### config.mk
export PLATFORM = sky130hd
export DESIGN_NAME = spi_channel_scheduler
export DESIGN_NICKNAME = d
export VERILOG_FILES = /design/src/rtl/spi_channel_scheduler_pkg.sv /design/src/rtl/spi_channel_scheduler_sel_decoder.sv /design/src/rtl/spi_channel_scheduler.sv
export SDC_FILE = /design/constraint.sdc
export NUM_CORES = 1
export LEC_CHECK = 0
export ABC_CLOCK_PERIOD_IN_PS = 3300
export BUFFER_PORTS_ARGS = -buffer_cell sky130_fd_sc_hd__buf_2
export CORE_UTILIZATION = 45
export CTS_BUF_LIST = sky130_fd_sc_hd__clkbuf_4 sky130_fd_sc_hd__clkbuf_8
export DETAILED_ROUTE_END_ITERATION = 6
export PLACE_DENSITY = 0.71
export SLEW_MARGIN = 10
export SYNTH_ARGS = -nofsm -noshare
export SYNTH_HDL_FRONTEND = slang
export SYNTH_SLANG_ARGS = --single-unit
export TNS_END_PERCENT = 50
### constraint.sdc
create_clock -name ACLK -period 3.3 [get_ports ACLK]
set_input_delay 0.33 -clock ACLK [delete_from_list [all_inputs] [get_ports ACLK]]
set_output_delay 0.33 -clock ACLK [all_outputs]
set_load 0.05 [all_outputs]
### src/rtl/spi_channel_scheduler_pkg.sv
// spi_channel_scheduler_pkg: shared state codes, error codes and default status base.
package spi_channel_scheduler_pkg;
  typedef logic [2:0] state_t;
  localparam state_t S_IDLE   = 3'd0;
  localparam state_t S_FETCH  = 3'd1;
  localparam state_t S_DECODE = 3'd2;
  localparam state_t S_START  = 3'd3;
  localparam state_t S_HALT   = 3'd4;
  localparam state_t S_FINISH = 3'd5;
  localparam state_t S_ERROR  = 3'd6;
  localparam logic [1:0] ERR_NONE   = 2'b00;
  localparam logic [1:0] ERR_ADDR   = 2'b01;
  localparam logic [1:0] ERR_HALT   = 2'b10;
  localparam logic [1:0] ERR_FINISH = 2'b11;
  localparam logic [7:0] DEF_STAT_BASE = 8'h10;
endpackage

### src/rtl/spi_channel_scheduler_sel_decoder.sv
// spi_sel_decoder: slave index to one-hot chip selects with configurable polarity.
module spi_sel_decoder #(
  parameter int N = 8,
  parameter int IDX_W = 8,
  parameter int ACTIVE_LOW = 1
) (
  input  logic             en,
  input  logic [IDX_W-1:0] idx,
  output logic [N-1:0]     sel
);
  for (genvar i = 0; i < N; i++) begin : g_sel
    assign sel[i] = (en && idx == IDX_W'(i)) ^ (ACTIVE_LOW != 0);
  end
endmodule

### src/rtl/spi_channel_scheduler.sv
// spi_channel_scheduler: pops slave addresses, runs one SPI transfer each and reports status/errors.
module spi_channel_scheduler
  import spi_channel_scheduler_pkg::*;
#(
  parameter int NUM_SLAVES = 8,
  parameter int ADDR_W = 8,
  parameter logic [ADDR_W-1:0] STAT_BASE = ADDR_W'(DEF_STAT_BASE),
  parameter int TIMEOUT_CYCLES = 1024,
  parameter int SEL_ACTIVE_LOW = 1
) (
  input  logic                  ACLK,
  input  logic                  reset,
  input  logic                  SSQ_empty,
  output logic                  rd_en,
  input  logic [ADDR_W-1:0]     rd_slave_addr,
  output logic [ADDR_W-1:0]     tx_reg_addr,
  output logic                  rx_reg_en,
  output logic [ADDR_W-1:0]     rx_reg_addr,
  output logic                  wr_stat_up_en,
  output logic [ADDR_W-1:0]     wr_stat_up_addr,
  output logic                  rd_stat_up,
  output logic                  rd_stat_up_en,
  output logic [ADDR_W-1:0]     rd_stat_up_addr,
  output logic                  SPI_start,
  output logic [NUM_SLAVES-1:0] SPI_select,
  input  logic                  SPI_busy,
  input  logic                  sclk_rise,
  output logic                  err_en,
  output logic [1:0]            err_code,
  output logic [15:0]           xfer_count
);
  state_t state, state_n;
  logic [ADDR_W-1:0] a_q, slot, a_inc;
  logic [15:0] timer;
  logic go, bad, tmo, done, live;
  logic [1:0] code;
  assign slot  = a_q >> 1;
  assign a_inc = a_q + ADDR_W'(1);
  assign go    = state == S_IDLE && !SSQ_empty && !SPI_busy && !reset;
  assign bad   = a_q[0] || slot >= ADDR_W'(NUM_SLAVES);
  assign tmo   = timer == 16'(TIMEOUT_CYCLES - 1);
  assign done  = state == S_FINISH && !SPI_busy;
  assign live  = state == S_START || state == S_HALT || state == S_FINISH;
  assign code  = state == S_DECODE ? ERR_ADDR : state == S_HALT ? ERR_HALT : ERR_FINISH;
  // Addresses read as zero whenever their strobe is idle.
  assign rd_en           = go;
  assign tx_reg_addr     = state == S_FETCH ? rd_slave_addr : a_q;
  assign rx_reg_en       = done;
  assign rx_reg_addr     = done ? a_inc : '0;
  assign wr_stat_up_en   = state == S_HALT && sclk_rise;
  assign wr_stat_up_addr = wr_stat_up_en ? STAT_BASE + a_q : '0;
  assign rd_stat_up_en   = state == S_START || done;
  assign rd_stat_up      = done;
  assign rd_stat_up_addr = rd_stat_up_en ? STAT_BASE + a_inc : '0;
  assign SPI_start       = state == S_START || state == S_HALT;
  assign err_en          = state == S_ERROR;
  spi_sel_decoder #(
    .N(NUM_SLAVES),
    .IDX_W(ADDR_W),
    .ACTIVE_LOW(SEL_ACTIVE_LOW)
  ) u_sel (
    .en(live),
    .idx(slot),
    .sel(SPI_select)
  );
  always_comb begin
    state_n = state;
    case (state)
      S_IDLE:   state_n = go ? S_FETCH : S_IDLE;
      S_FETCH:  state_n = S_DECODE;
      S_DECODE: state_n = bad ? S_ERROR : S_START;
      S_START:  state_n = S_HALT;
      S_HALT:   state_n = sclk_rise ? S_FINISH : tmo ? S_ERROR : S_HALT;
      S_FINISH: state_n = !SPI_busy ? S_IDLE : tmo ? S_ERROR : S_FINISH;
      default:  state_n = S_IDLE;
    endcase
  end
  // The timer runs only while a wait state is held and restarts on every state change.
  always_ff @(posedge ACLK) begin
    if (reset) begin
      state      <= S_IDLE;
      a_q        <= '0;
      timer      <= '0;
      err_code   <= ERR_NONE;
      xfer_count <= '0;
    end else begin
      state <= state_n;
      if (state == S_FETCH) a_q <= rd_slave_addr;
      timer <= (state_n == state && (state == S_HALT || state == S_FINISH)) ? timer + 16'd1 : '0;
      if (state_n == S_ERROR) err_code <= code;
      if (done) xfer_count <= xfer_count + 16'd1;
    end
  end
endmodule
==> impl_metrics.env, run 1 <==
export IMPL_relSlewSlack_pct=49.7
export IMPL_critPathLaunchType="flop"
export IMPL_drt_initial_drc_count=92
export IMPL_grt_usage_pct=21.0
export IMPL_cp_common_cell="ha_1"
export IMPL_critPathMaxFanout=11
export IMPL_reg2reg_to="xfer_count[14]"
export IMPL_swShare_pct=28.4
export IMPL_place_ws_ps=872
export IMPL_layout_commonest_cell="buf_2"
export IMPL_via_per_inst=5.43
export IMPL_syn_to_final_growth_pct=20.2
export IMPL_ys_seq_area_share_pct=34.8
export IMPL_drv_cap=0
export IMPL_postCtsHoldBufs=0
export IMPL_hold_depth=3
export IMPL_num_io_pins=78
export IMPL_drive_above_1_share_pct=28.4
export IMPL_synth_top_area_cell="dfxtp_1"
export IMPL_hold_viol_final=0
export IMPL_synth_async_reset_ratio_pct=0
export IMPL_synth_seq_cells=45
export IMPL_tns_ps=0
export IMPL_core_sq_um=5510
export IMPL_setup_worst_path_class="flop to primary output"
export IMPL_syn_instance_count=312
export IMPL_fp_dieH_microns=77.8
export IMPL_syn_nets=331
export IMPL_grt_max_degree=24
export IMPL_worst_slew_pin_slew_ps=751
export IMPL_hp_class="primary input to flop"
export IMPL_dpl_hpwl_microns=4540
export IMPL_irDropWorstVdd_uv=181
export IMPL_numCtsBuffers=5
export IMPL_cts_resized=0
export IMPL_place_gp_congestion=0.846
export IMPL_route_detailed_drc=0
export IMPL_clock_sinks=45
export IMPL_synthFlopType="dfxtp_1"
export IMPL_final_min_clock_period_ps=2680
export IMPL_placed_area_sq_um=3010
export IMPL_grt_overflow_total=0
export IMPL_timing_final_crit_share_pct=81.2
export IMPL_r2r_slack_ps=800
export IMPL_routed_wl_microns=6070
export IMPL_die_area_sq_um=6050
export IMPL_p_int_uw=791
export IMPL_setup_viol=0
export IMPL_fill_cells=525
export IMPL_p_per_area_nw_per_um2=356
export IMPL_cts_tree="built"
export IMPL_fin_skew_ps=8.14
export IMPL_status="finished, final reports clean"
export IMPL_reg2regPathDepth=6
export IMPL_h_tree_depth=2
export IMPL_power_total_mw=1.11
export IMPL_synth_edf_count=0
export IMPL_cp_data_arrival_time_ps=2350
export IMPL_initial_core_util_pct=47.0
export IMPL_yosysWarnings=0
export IMPL_drt_first_pass_iters=4
export IMPL_worstSetupEndpointType="primary output"
export IMPL_avgSynthCellArea_sq_um=8.29
export IMPL_fin_area_sq_um=3110
export IMPL_slowest_stage="dfxtp_1"
export IMPL_synth_area_sq_um=2590
export IMPL_critPathMaxStageDelay_ps=550
export IMPL_cts_setup_buffers=0
export IMPL_diodes=0
export IMPL_crit_start="a_q[1]"
export IMPL_num_rows=27
export IMPL_whs_ps=342
export IMPL_hold_path_startpoint="SPI_busy"
export IMPL_clockRootBuffer="clkbuf_8"
export IMPL_combPwrFrac_pct=14.6
export IMPL_layout_common_cells="77 x buf_2, 45 x dfxtp_1, 29 x nor2_1"
export IMPL_final_nets=402
export IMPL_setup_slack_ps=620
export IMPL_crit_buf_inv=2
export IMPL_crit_family="flip-flops"
export IMPL_antenna_found_initial=0
export IMPL_clockBufferDepth=2
export IMPL_power_frac_seq_pct=51.6
export IMPL_ys_types=46
export IMPL_path_clk_slew_ps=90
export IMPL_grt_pass1_wl_microns=10300
export IMPL_fmax_mhz=373
export IMPL_grt_pass1_vias=2268
export IMPL_fp_dieW_microns=77.8
export IMPL_yosys_top_cells_area="dfxtp_1 35%, xor2_1 6.4%, nor2_1 4.2%"
export IMPL_cp_required_ps=2970
export IMPL_synth_top_cell_area_share_pct=34.8
export IMPL_finalMaxSlewViolations=0
export IMPL_p_sw_uw=314
export IMPL_wl_per_cell_microns=13.3
export IMPL_clkLatencyLatePin_ps=300
export IMPL_cp_cell_sequence="ha_1 -> nand3_1 -> xnor2_1 -> inv_1 -> ha_1 -> xor2_1 -> nor2_1 -> buf_2"
export IMPL_reg2reg_from="state[0]"
export IMPL_p_leak_nw=1.36
export IMPL_rsz0062_at_grt="false"
export IMPL_drtAntennaViolNets=0
export IMPL_num_vias=2477
export IMPL_holdPathEnd="state[0]"
export IMPL_portBuffers=77
export IMPL_pwr_share_clk_pct=33.9
-- power groups by stage --
| stage | clock network [mW] | logic, mW | registers, mW |
|---|---|---|---|
| 2_1_floorplan | 0 | 0.134 | 0.572 |
| 3_3_place_gp | 0 | 0.160 | 0.583 |
| 3_5_place_dp | 0 | 0.161 | 0.583 |
| 4_1_cts | 0.385 | 0.161 | 0.570 |
| 5_1_grt | 0.409 | 0.176 | 0.573 |
| 6_report | 0.374 | 0.161 | 0.570 |
-- worst max path at each step --
stage	to	slack [ps]	cells after the start
after CTS	rd_stat_up_addr[6]	640	8
after detailed placement	xfer_count[14]	870	6
final	rd_stat_up_addr[6]	620	8
after global routing	xfer_count[14]	470	6
after floorplan	rd_en	890	3
after global placement	xfer_count[14]	960	6
-- tightest hold or removal path, delay by kind of cell --
family	cells	cell delay, ps
AO/OA/AOI/OAI	1	70
buffers and inverters	1	130
AND/OR/NAND/NOR	1	70
-- layer usage --
layer | vias to the layer above | routed length (microns) | global-route usage, % | share of wire [%]
met5 | - | 0 | 0 | 0
met3 | 11 | 308 | 4.94 | 5.1
met1 | 1136 | 2910 | 26.1 | 48
li1 | 1263 | - | - | -
met2 | 67 | 2760 | 34.4 | 45
met4 | 0 | 97 | 9.43 | 1.6
-- synth_stat cells, types with 2 or more instances --
library cell / number
dfxtp_1: 45
a21oi_1: 11
mux2_2: 9
and2_1: 11
or2_2: 2
nand2_1: 17
or4_1: 2
xor2_1: 19
or3_1: 10
nor2b_1: 5
or4_4: 2
nor4_1: 5
nand4_1: 14
ha_1: 6
nor3_1: 19
o311ai_0: 2
xnor2_1: 8
nand3_1: 18
inv_1: 11
buf_2: 5
o41ai_1: 3
nand2b_1: 2
a211oi_1: 4
and3_1: 10
o21ai_0: 12
nor2_1: 29
and4_1: 4
clkbuf_1: 9
-- cell type report --
cell class | count | area (sq um) | area share, %
multi-input cells | 240 | 1570 | 50.4
repair buffers | 80 | 408 | 13.1
well taps | 72 | 90.1 | 2.90
clock buffers | 7 | 96.3 | 3.10
inverters | 11 | 41.3 | 1.33
clock inverters | 1 | 5.00 | 0.161
flip-flops and latches | 45 | 901 | 29.0
-- registers in the layout, summed over array words and instances, names as in the netlist --
name        cells
xfer_count     16
state           3
err_code        2
timer          16
a_q             8
-- per-stage QoR --
step	instances	utilization, %
6_report	456	56.4
5_1_grt	456	56.4
4_1_cts	456	56.4
3_5_place_dp	448	54.6
3_3_place_gp	448	54.6
2_1_floorplan	312	-
-- cell families after synthesis --
kind of cell	after synthesis	share of synthesized area, %
and+or+nand+nor	161	35.5
DFF	45	34.8
AOI/OAI and AO/OA	37	9.14
xor gates and xnor gates	27	9.14
buffers and inverters	27	4.60
muxes	9	3.92
adders and majority gates	6	2.90
Note: power is estimated with default switching activity, not from simulation.
==> run 2: changes to the inputs <==
--- a/config.mk
+++ b/config.mk
@@ -5,12 +5,12 @@
 export SDC_FILE = /design/constraint.sdc
 export NUM_CORES = 1
 export LEC_CHECK = 0
-export ABC_CLOCK_PERIOD_IN_PS = 3300
+export ABC_CLOCK_PERIOD_IN_PS = 2400
 export BUFFER_PORTS_ARGS = -buffer_cell sky130_fd_sc_hd__buf_2
 export CORE_UTILIZATION = 45
 export CTS_BUF_LIST = sky130_fd_sc_hd__clkbuf_4 sky130_fd_sc_hd__clkbuf_8
 export DETAILED_ROUTE_END_ITERATION = 6
-export PLACE_DENSITY = 0.71
+export PLACE_DENSITY = 0.74
 export SLEW_MARGIN = 10
 export SYNTH_ARGS = -nofsm -noshare
 export SYNTH_HDL_FRONTEND = slang
==> constraint.sdc (replaced) <==
create_clock -name ACLK -period 2.4 [get_ports ACLK]
set_input_delay 0.24 -clock ACLK [delete_from_list [all_inputs] [get_ports ACLK]]
set_output_delay 0.24 -clock ACLK [all_outputs]
set_load 0.05 [all_outputs]
==> run 2 against run 1 <==
Effect of this change: register-to-register slack lost 450 ps; global-route usage grew 0.92 points; critical path type unchanged; largest cell class unchanged; setup slack worse by 540 ps; die area is the same; clock skew increased by 1.9 ps.
==> impl_metrics.env, run 2 (synthesis gave the netlist of run 1 again) <==
export IMPL_layout_commonest_cell="buf_2"
export IMPL_grt_usage_pct=21.9
export IMPL_hold_viol_final=0
export IMPL_critPathMaxFanout=8
export IMPL_layout_common_cells="76 x buf_2, 41 x dfxtp_1, 29 x nor2_1"
export IMPL_num_io_pins=78
export IMPL_crit_start="a_q[0]"
export IMPL_combPwrFrac_pct=15.0
export IMPL_tns_ps=0
export IMPL_cp_required_ps=2160
export IMPL_diodes=0
export IMPL_relSlewSlack_pct=68.3
export IMPL_clock_sinks=45
export IMPL_setup_worst_path_class="flop to primary output"
export IMPL_p_leak_nw=1.41
export IMPL_dp_cells=454
export IMPL_route_detailed_drc=0
export IMPL_clkLatencyLatePin_ps=300
export IMPL_clockRootBuffer="clkbuf_8"
export IMPL_critPathLaunchType="flop"
export IMPL_worst_slew_pin_slew_ps=472
export IMPL_swShare_pct=26.7
export IMPL_grt_overflow_total=0
export IMPL_wl_per_cell_microns=13.9
export IMPL_final_nets=411
export IMPL_die_area_sq_um=6050
export IMPL_h_tree_depth=2
export IMPL_p_int_mw=1.19
export IMPL_irDropWorstVdd_uv=324
export IMPL_place_gp_congestion=0.885
export IMPL_power_frac_seq_pct=48.1
export IMPL_syn_to_final_growth_pct=25.0
export IMPL_num_rows=27
export IMPL_fmax_mhz=431
export IMPL_drv_cap=0
export IMPL_p_per_area_nw_per_um2=502
export IMPL_grt_pass1_vias=2347
export IMPL_r2r_slack_ps=350
export IMPL_grt_max_degree=23
export IMPL_routed_wl_microns=6450
export IMPL_antenna_found_initial=0
export IMPL_reg2reg_from="timer[10]"
export IMPL_timing_final_crit_share_pct=96.7
export IMPL_placed_area_sq_um=3060
export IMPL_reg_largest_list="timer: 16 flops, xfer_count: 16 flops, a_q: 8 flops"
export IMPL_fp_dieH_microns=77.8
export IMPL_worstSetupEndpointType="primary output"
export IMPL_fin_area_sq_um=3230
export IMPL_postCtsHoldBufs=0
export IMPL_numCtsBuffers=5
export IMPL_fin_skew_ps=10.1
export IMPL_final_min_clock_period_ps=2320
export IMPL_status="finished, final reports clean"
export IMPL_num_vias=2525
export IMPL_drt_first_pass_iters=4
export IMPL_portBuffers=77
export IMPL_drtAntennaViolNets=0
export IMPL_p_sw_uw=434
export IMPL_initial_core_util_pct=47.0
export IMPL_pwr_share_clk_pct=36.9
export IMPL_setup_viol=0
export IMPL_drt_initial_drc_count=106
export IMPL_hp_class="primary input to flop"
export IMPL_via_per_inst=5.43
export IMPL_finalMaxSlewViolations=0
export IMPL_cp_data_arrival_time_ps=2080
export IMPL_clockBufferDepth=2
export IMPL_drive_above_1_share_pct=32.3
export IMPL_fp_dieW_microns=77.8
export IMPL_core_sq_um=5510
export IMPL_fin_cells=465
export IMPL_cp_cell_sequence="nand4_1 -> or3_4 -> a211oi_2 -> mux2_2 -> buf_2"
export IMPL_cts_tree="built"
export IMPL_critPathMaxStageDelay_ps=400
export IMPL_hold_path_startpoint="SPI_busy"
export IMPL_slowest_stage="dfxtp_4"
export IMPL_path_clk_slew_ps=80
export IMPL_dpl_hpwl_microns=4800
export IMPL_grt_pass1_wl_microns=10800
==> run 2: final cells by class <==
cell class              instances  area (sq um)
clock buffers                   7          90.1
flip-flops and latches         45           911
repair buffers                 89           478
well taps                      72          90.1
inverters                      11          41.3
fillers                       521          2270
multi-input cells             240          1590
clock inverters                 1          30.0
==> run 2: final timing paths <==
check,to,depth (start not counted)
max,rd_stat_up_addr[7],5
min,state[0],3
max reg2reg,timer[11],4
min reg2reg,err_code[0],2
==> run 2: power by group through the flow <==
stage | sequential (mW) | clock, mW | combinational [mW]
final | 0.780 | 0.599 | 0.244
after global routing | 0.783 | 0.651 | 0.265
after CTS | 0.781 | 0.615 | 0.237
after detailed placement | 0.798 | 0 | 0.236
after global placement | 0.797 | 0 | 0.233
after floorplan | 0.787 | 0 | 0.185
==> run 2: per-stage QoR <==
stage / util [%] / hold slack (ps) / power, mW / setup WS (ps)
final: 58.7 / 253 / 1.62 / 79.4
after global routing: 58.7 / 251 / 1.70 / -16.3
after CTS: 57.8 / 248 / 1.63 / 14.2
after detailed placement: 55.5 / 459 / 1.03 / 216
after floorplan: - / 404 / 0.972 / 153
after global placement: 55.5 / 460 / 1.03 / 305
==> run 2: per-layer routing <==
layer	wire (microns)	up-vias	track usage, %
met5	0	-	0
met4	60	0	5.47
met3	317	5	4.71
met2	3180	71	38.9
met1	2890	1169	26.7
li1	-	1280	-
==> run 2: worst max-delay path: cells and delay by family, from the launching register on <==
kind,cells,cell delay [ps]
AOI/OAI and AO/OA,1,250
buffers and inverters,1,210
DFF,1,400
muxes,1,350
and+or+nand+nor,2,570
==> run 2: timing repair <==
item	in CTS	in global routing
buffers inserted	0	3
gates resized for setup	3	10
endpoints found under the setup margin	3	3
pin swaps	0	2
